==> src/rtl/ex_mem_pipe_reg.sv <==
// EX/MEM pipeline register: control/datapath hand-off between the ALU stage and data memory,
// with valid, stall/flush and a registered branch-taken bit. Optional counters: EX_MEM_PERF_CNT_EN.
module ex_mem_pipe_reg #(
    parameter int DATA_W     = 32,
    parameter int REG_ADDR_W = 5,
    parameter int CNT_W      = 32
) (
    input  logic                  clk,
    input  logic                  rst_n,
    input  logic                  stall,
    input  logic                  flush,
    input  logic                  in_valid,
    input  logic                  in_reg_write,
    input  logic                  in_mem_to_reg,
    input  logic                  in_mem_write,
    input  logic                  in_mem_read,
    input  logic                  in_branch,
    input  logic                  in_zflag,
    input  logic [DATA_W-1:0]     in_branch_target,
    input  logic [DATA_W-1:0]     in_alu_res,
    input  logic [DATA_W-1:0]     in_data2,
    input  logic [REG_ADDR_W-1:0] in_write_reg,
    output logic                  out_valid,
    output logic                  out_reg_write,
    output logic                  out_mem_to_reg,
    output logic                  out_mem_write,
    output logic                  out_mem_read,
    output logic                  out_branch,
    output logic                  out_zflag,
    output logic                  out_pc_src,
    output logic [DATA_W-1:0]     out_branch_target,
    output logic [DATA_W-1:0]     out_alu_res,
    output logic [DATA_W-1:0]     out_data2,
    output logic [REG_ADDR_W-1:0] out_write_reg
`ifdef EX_MEM_PERF_CNT_EN
    ,
    output logic [CNT_W-1:0]      stall_cnt,
    output logic [CNT_W-1:0]      flush_cnt
`endif
);

    localparam int CTRL_N = 6;

    logic [CTRL_N-1:0]     in_ctrl;
    logic [CTRL_N-1:0]     ctrl_reg;
    logic [CTRL_N-1:0]     ctrl_next;
    logic                  valid_reg;
    logic                  valid_next;
    logic                  pc_src_reg;
    logic                  pc_src_next;
    logic [DATA_W-1:0]     target_reg;
    logic [DATA_W-1:0]     target_next;
    logic [DATA_W-1:0]     alu_res_reg;
    logic [DATA_W-1:0]     alu_res_next;
    logic [DATA_W-1:0]     data2_reg;
    logic [DATA_W-1:0]     data2_next;
    logic [REG_ADDR_W-1:0] write_reg_reg;
    logic [REG_ADDR_W-1:0] write_reg_next;
    logic                  hold_data;

    assign in_ctrl = {in_zflag, in_branch, in_mem_read, in_mem_write, in_mem_to_reg, in_reg_write};

    // Control bits are cleared by a flush and gated by valid on load, so a bubble is inert.
    generate
        for (genvar gi = 0; gi < CTRL_N; gi++) begin : g_ctrl
            always_comb begin
                ctrl_next[gi] = in_ctrl[gi] & in_valid;
                if (flush) begin
                    ctrl_next[gi] = 1'b0;
                end else if (stall) begin
                    ctrl_next[gi] = ctrl_reg[gi];
                end
            end
        end
    endgenerate

    always_comb begin
        valid_next  = in_valid;
        pc_src_next = in_valid & in_branch & in_zflag;
        if (flush) begin
            valid_next  = 1'b0;
            pc_src_next = 1'b0;
        end else if (stall) begin
            valid_next  = valid_reg;
            pc_src_next = pc_src_reg;
        end
    end

    // Datapath is never cleared by a flush; the cleared control makes its contents irrelevant.
    assign hold_data = flush | stall;

    always_comb begin
        target_next    = in_branch_target;
        alu_res_next   = in_alu_res;
        data2_next     = in_data2;
        write_reg_next = in_write_reg;
        if (hold_data) begin
            target_next    = target_reg;
            alu_res_next   = alu_res_reg;
            data2_next     = data2_reg;
            write_reg_next = write_reg_reg;
        end
    end

    always_ff @(posedge clk) begin
        if (!rst_n) begin
            ctrl_reg      <= '0;
            valid_reg     <= 1'b0;
            pc_src_reg    <= 1'b0;
            target_reg    <= '0;
            alu_res_reg   <= '0;
            data2_reg     <= '0;
            write_reg_reg <= '0;
        end else begin
            ctrl_reg      <= ctrl_next;
            valid_reg     <= valid_next;
            pc_src_reg    <= pc_src_next;
            target_reg    <= target_next;
            alu_res_reg   <= alu_res_next;
            data2_reg     <= data2_next;
            write_reg_reg <= write_reg_next;
        end
    end

    assign out_valid         = valid_reg;
    assign out_reg_write     = ctrl_reg[0];
    assign out_mem_to_reg    = ctrl_reg[1];
    assign out_mem_write     = ctrl_reg[2];
    assign out_mem_read      = ctrl_reg[3];
    assign out_branch        = ctrl_reg[4];
    assign out_zflag         = ctrl_reg[5];
    assign out_pc_src        = pc_src_reg;
    assign out_branch_target = target_reg;
    assign out_alu_res       = alu_res_reg;
    assign out_data2         = data2_reg;
    assign out_write_reg     = write_reg_reg;

`ifdef EX_MEM_PERF_CNT_EN
    logic [CNT_W-1:0] stall_cnt_reg;
    logic [CNT_W-1:0] stall_cnt_next;
    logic [CNT_W-1:0] flush_cnt_reg;
    logic [CNT_W-1:0] flush_cnt_next;

    // Saturating: a counter stuck at all-ones means "at least this many".
    always_comb begin
        stall_cnt_next = stall_cnt_reg;
        flush_cnt_next = flush_cnt_reg;
        if (stall && !flush && (stall_cnt_reg != {CNT_W{1'b1}})) begin
            stall_cnt_next = stall_cnt_reg + 1'b1;
        end
        if (flush && (flush_cnt_reg != {CNT_W{1'b1}})) begin
            flush_cnt_next = flush_cnt_reg + 1'b1;
        end
    end

    always_ff @(posedge clk) begin
        if (!rst_n) begin
            stall_cnt_reg <= '0;
            flush_cnt_reg <= '0;
        end else begin
            stall_cnt_reg <= stall_cnt_next;
            flush_cnt_reg <= flush_cnt_next;
        end
    end

    assign stall_cnt = stall_cnt_reg;
    assign flush_cnt = flush_cnt_reg;
`else
    // CNT_W only sizes the optional counters; nothing to build without them.
    if (CNT_W < 1) begin : g_cnt_w_unused
    end
`endif

endmodule

==> config.mk <==
export PLATFORM = sky130hd
export DESIGN_NAME = ex_mem_pipe_reg
export DESIGN_NICKNAME = d
export VERILOG_FILES = /design/src/rtl/ex_mem_pipe_reg.sv
export SDC_FILE = /design/constraint.sdc
export NUM_CORES = 1
export LEC_CHECK = 0
export CORE_MARGIN = 2
export CORE_UTILIZATION = 44
export DETAILED_ROUTE_END_ITERATION = 8
export GPL_ROUTABILITY_DRIVEN = 0
export GPL_TIMING_DRIVEN = 1
export PLACE_DENSITY = 0.85
export SLEW_MARGIN = 40
export SYNTH_ARGS = -nofsm -noshare
export SYNTH_HDL_FRONTEND = slang
export SYNTH_SLANG_ARGS = --single-unit
==> constraint.sdc <==
create_clock -name clk -period 2.22 [get_ports clk]
set_input_delay 0.444 -clock clk [delete_from_list [all_inputs] [get_ports clk]]
set_output_delay 0.444 -clock clk [all_outputs]
set_load 0.02 [all_outputs]
## After elaboration in Yosys (flattened, before gate mapping)

Cells that the tools add are included.
W data, S select, Z words.

- Add/sub/neg operators: 0
- $mul: 0
- Divide/modulo/power cells: 0
- Order comparisons: 0
- Equal/unequal tests: 0
- Shift-type cells: 0
- Multiplexer cells: 0
- Bitwise gates (word level): 9
- Reductions and logical operators: 1

Operators by type and width:

| cell | number |
|---|---|
| $and A1 B1 Y1 | 7 |
| $reduce_or A2 Y1 | 1 |
| $not A1 Y1 | 1 |
| $or A1 B1 Y1 | 1 |

- Register bits: 109
- Latch bits: 0
- Bits in writable memories: 0
- ROM bits: 0
- Input bits: 112
- Output and inout port bits: 109
- Word-level logic and storage cells: 17
- Memories kept: 0

## Logic depth before layout (Yosys ltp)

- Depth after elaboration: 2
- Gate-level depth with buffers: 6
- Depth with buffers taken out: 2

## Worst setup path after synthesis

No wires, ideal clock.

- Path type: input port to flip-flop
- Start point: in stall
- End point: reg target_reg[13], in the netlist out_branch_target[13]
- Library setup time: 0.070 ns
- Arrival: 1.376 ns
- Required time: 2.150 ns
- Slack: 0.774 ns
- Cell stages on the path: 6
- Buffers on the path: 4
- Path through: buf_6 > buf_6 > buf_6 > buf_6 > or3b_1 > a21oi_1

- Longest elaborated chain between the ends: 1

RTL lines:

| element | line | text |
|---|---|---|
| start, declared | 10 | `input logic stall,` |
| $or A1 B1 Y1 | 90 | `assign hold_data = flush \| stall;` |
| end signal, assigned | 118 | `target_reg <= target_next;` |
| end, declared | 51 | `logic [DATA_W-1:0] target_reg;` |

No other way between the ends.
A chain may end at the register's enable or synchronous reset.

## Worst setup path after layout

- Start point: reg target_reg[19], in the netlist out_branch_target[19]
- End point: out out_branch_target[19]

RTL lines:

| element | line | text |
|---|---|---|
| end, declared | 31 | `output logic [DATA_W-1:0] out_branch_target,` |

No word-level cell between the ends.

==> results by group <==
Outcome
  • Outcome: completed

Cells and area
  • Register Area: 0.00218 mm^2
  • Core Util, Final: 70.3%
  • Layout area overhead: 54.2%
  • ANT cells: 0
  • Final non-filler cell total: 813
  • Post-layout net count: 789
  • Area of the multi-input gates: 0.00203 mm^2
  • Design Area, Final: 0.00690 mm^2
  • Fill count: 809
  • Share of layout cells above drive strength 1: 9.26%

Detailed routing
  • Routed wire length: 12.3 mm
  • Drt wl/cell: 15.1 um
  • Residual DRC: 0
  • First DRT Iteration DRCs: 157
  • Vias/cell: 5.21
  • Routed via count: 4236
  • DR pass1 iterations: 4
  • Final ANT Viol Nets: 0

Logic synthesis
  • Post-synth top cells: dfxtp_1 (109), a21oi_1 (108), o21ai_0 (101)
  • Synthesized area per cell: 9.02 um^2
  • Post-synth top area cell: dfxtp_1
  • Main synth FF type: dfxtp_1
  • Post-synthesis register bit count: 109
  • Area of the mapped netlist: 0.00447 mm^2
  • Most common cell in the synthesized netlist: dfxtp_1
  • Seq/Total Area, Yosys: 48.8%
  • Total nets after synthesis: 608
  • Async set-reset flop share out of synthesis: 0%
  • Yosys Warn Count: 0
  • Number of library cell types mapped by synthesis: 17
  • Number of flops mapped to enable cells by yosys: 0
  • Top post-synthesis cells by area: dfxtp_1 (49%), or3b_1 (12%), a21oi_1 (12%)
  • Share of the synthesized area in the top cell type: 48.8%
  • Mapped Cells: 496

Global routing
  • Vias in the first global route: 3975
  • Grt ovf: 0
  • Largest net degree at the start of global routing: 102
  • GRT Total Usage: 21.0%
  • Antenna violations before repair: 0
  • First-pass GRT wire length: 19.2 mm

Setup path
  • Critical path arrival: 1.32 ns
  • Crit-path max cell delay: 0.62 ns
  • Crit path depth: 1
  • CP Capture Type: output port
  • Delay-heaviest family, CP: buffers and inverters
  • Crit Path Category: flip-flop to output port
  • CP startpoint: out_branch_target[19]
  • Crit start category: flip-flop
  • Buf+Inv Stages, Crit Path: 1
  • Cell depth of the worst flop-to-flop path: 2
  • Worst reg2reg path endpoint: out_branch_target[5]
  • Reg2reg start: out_branch_target[5]
  • Worst path cell trace: clkdlybuf4s50_1
  • Timing endpoint of the critical path: out_branch_target[19]
  • Worst path required time: 1.78 ns
  • Slowest-stage cell, CP: clkdlybuf4s50_1
  • Crit-path max FO: 2
  • Internal reg-to-reg setup slack: 1.52 ns

Pwr
  • VDD IR-drop max: 380 uV
  • Power consumption: 4.09 mW
  • Power per Cell Area: 593 mW/mm^2
  • LEAKAGE: 2.35 nW

Run
  • Number of max-cap violations: 0

Min path
  • Depth of the worst hold-timing path: 2
  • HP Class: flip-flop to flip-flop
  • HP Start: ctrl_reg[1]

Clock network
  • Clock transition at the registers of the reported paths: 0.10 ns
  • CTS tree: done
  • Clock root buffer: clkbuf_8
  • Clock Sinks: 109
  • Worst skew pair latency: 0.34 ns
  • H-tree levels: 3
  • # resized after CTS: 0
  • Setup Buffers After CTS: 0
  • Hold buffer count at CTS: 0
  • CTS Buf Count: 9
  • CTS Buffer Depth: 2

Timing
  • Post-layout min period: 1.76 ns
  • Setup TNS: 0 ns
  • Tcrit/Tclk final: 79.5%
  • Fmax: 567 MHz
  • Endpoints failing hold: 0
  • RSZ-0062 raised after global routing: no
  • WHS: 0.468 ns
  • Slew @ Worst Pin: 0.652 ns
  • Worst setup margin: 0.456 ns
  • Slew Viols, Final: 0
  • Finish-stage setup viols: 0
  • Post-Route Skew: 0 ns
  • Slew HR: 56.5%

Floorplan
  • Row count: 36
  • Initial Utilization: 45.6%
  • Die area: 0.0110 mm^2
  • Die Y: 105 um
  • Core area: 0.00982 mm^2
  • DIE WIDTH: 105 um
  • IO Pins: 221

Placement
  • Dpl hpwl: 8.59 mm
  • Pre-CTS WS: 0.484 ns
  • Cell total after placement: 799
  • Area after DPL: 0.00670 mm^2
  • IO Port Bufs: 220
## cell usage in the layout (no fill, tap or decap), types with 2 or more instances in the layout
cell type / count
nand2_1: 7
a21oi_1: 108
nand3b_1: 6
clkbuf_8: 9
bufinv_16: 2
dfxtp_1: 109
clkdlybuf4s50_1: 218
or3b_1: 63
buf_4: 7
or3b_2: 38
o21ai_0: 101
buf_12: 4
## where the power goes
part | internal [mW] | leakage [nW] | switching, mW | total, mW
sequential | 2.04 | 0.891 | 0.0394 | 2.08
combinational | 0.425 | 1.36 | 0.345 | 0.770
clock | 0.627 | 0.103 | 0.612 | 1.24
## how the worst min path moves through the flow
stage	slack (ns)	endpoint
3_5_place_dp	0.46	ctrl_reg[0]
5_1_grt	0.48	ctrl_reg[1]
2_1_floorplan	0.53	out_pc_src
4_1_cts	0.47	ctrl_reg[0]
3_3_place_gp	0.45	ctrl_reg[1]
6_report	0.47	ctrl_reg[1]
## area by class of cell
cell class / count / share of cell area [%]
Tap cell: 133 / 2.41
Clock inverter: 4 / 1.07
Timing Repair Buffer: 229 / 33.6
Sequential cell: 109 / 31.6
Multi-Input combinational cell: 327 / 29.4
Clock buffer: 10 / 1.85
Inverter: 1 / 0.0544
## layer usage
layer	track usage, %	up-vias	routed length [um]
met5	0	-	0
met4	7.81	0	310
met3	6.05	23	882
met2	35.5	142	5910
met1	25.3	1943	5150
li1	-	2128	-
## cells by family (layout without fill, tap and decap cells)
| family | after synthesis | after routing | synth area share (%) |
|---|---|---|---|
| AND/OR/NAND/NOR | 117 | 117 | 21.8 |
| multiplexers | 1 | 1 | 0.224 |
| flip-flops | 109 | 109 | 48.8 |
| buffers and inverters | 60 | 244 | 5.84 |
| AO/OA/AOI/OAI | 209 | 209 | 23.4 |
Power figures use the tool's default switching activity.
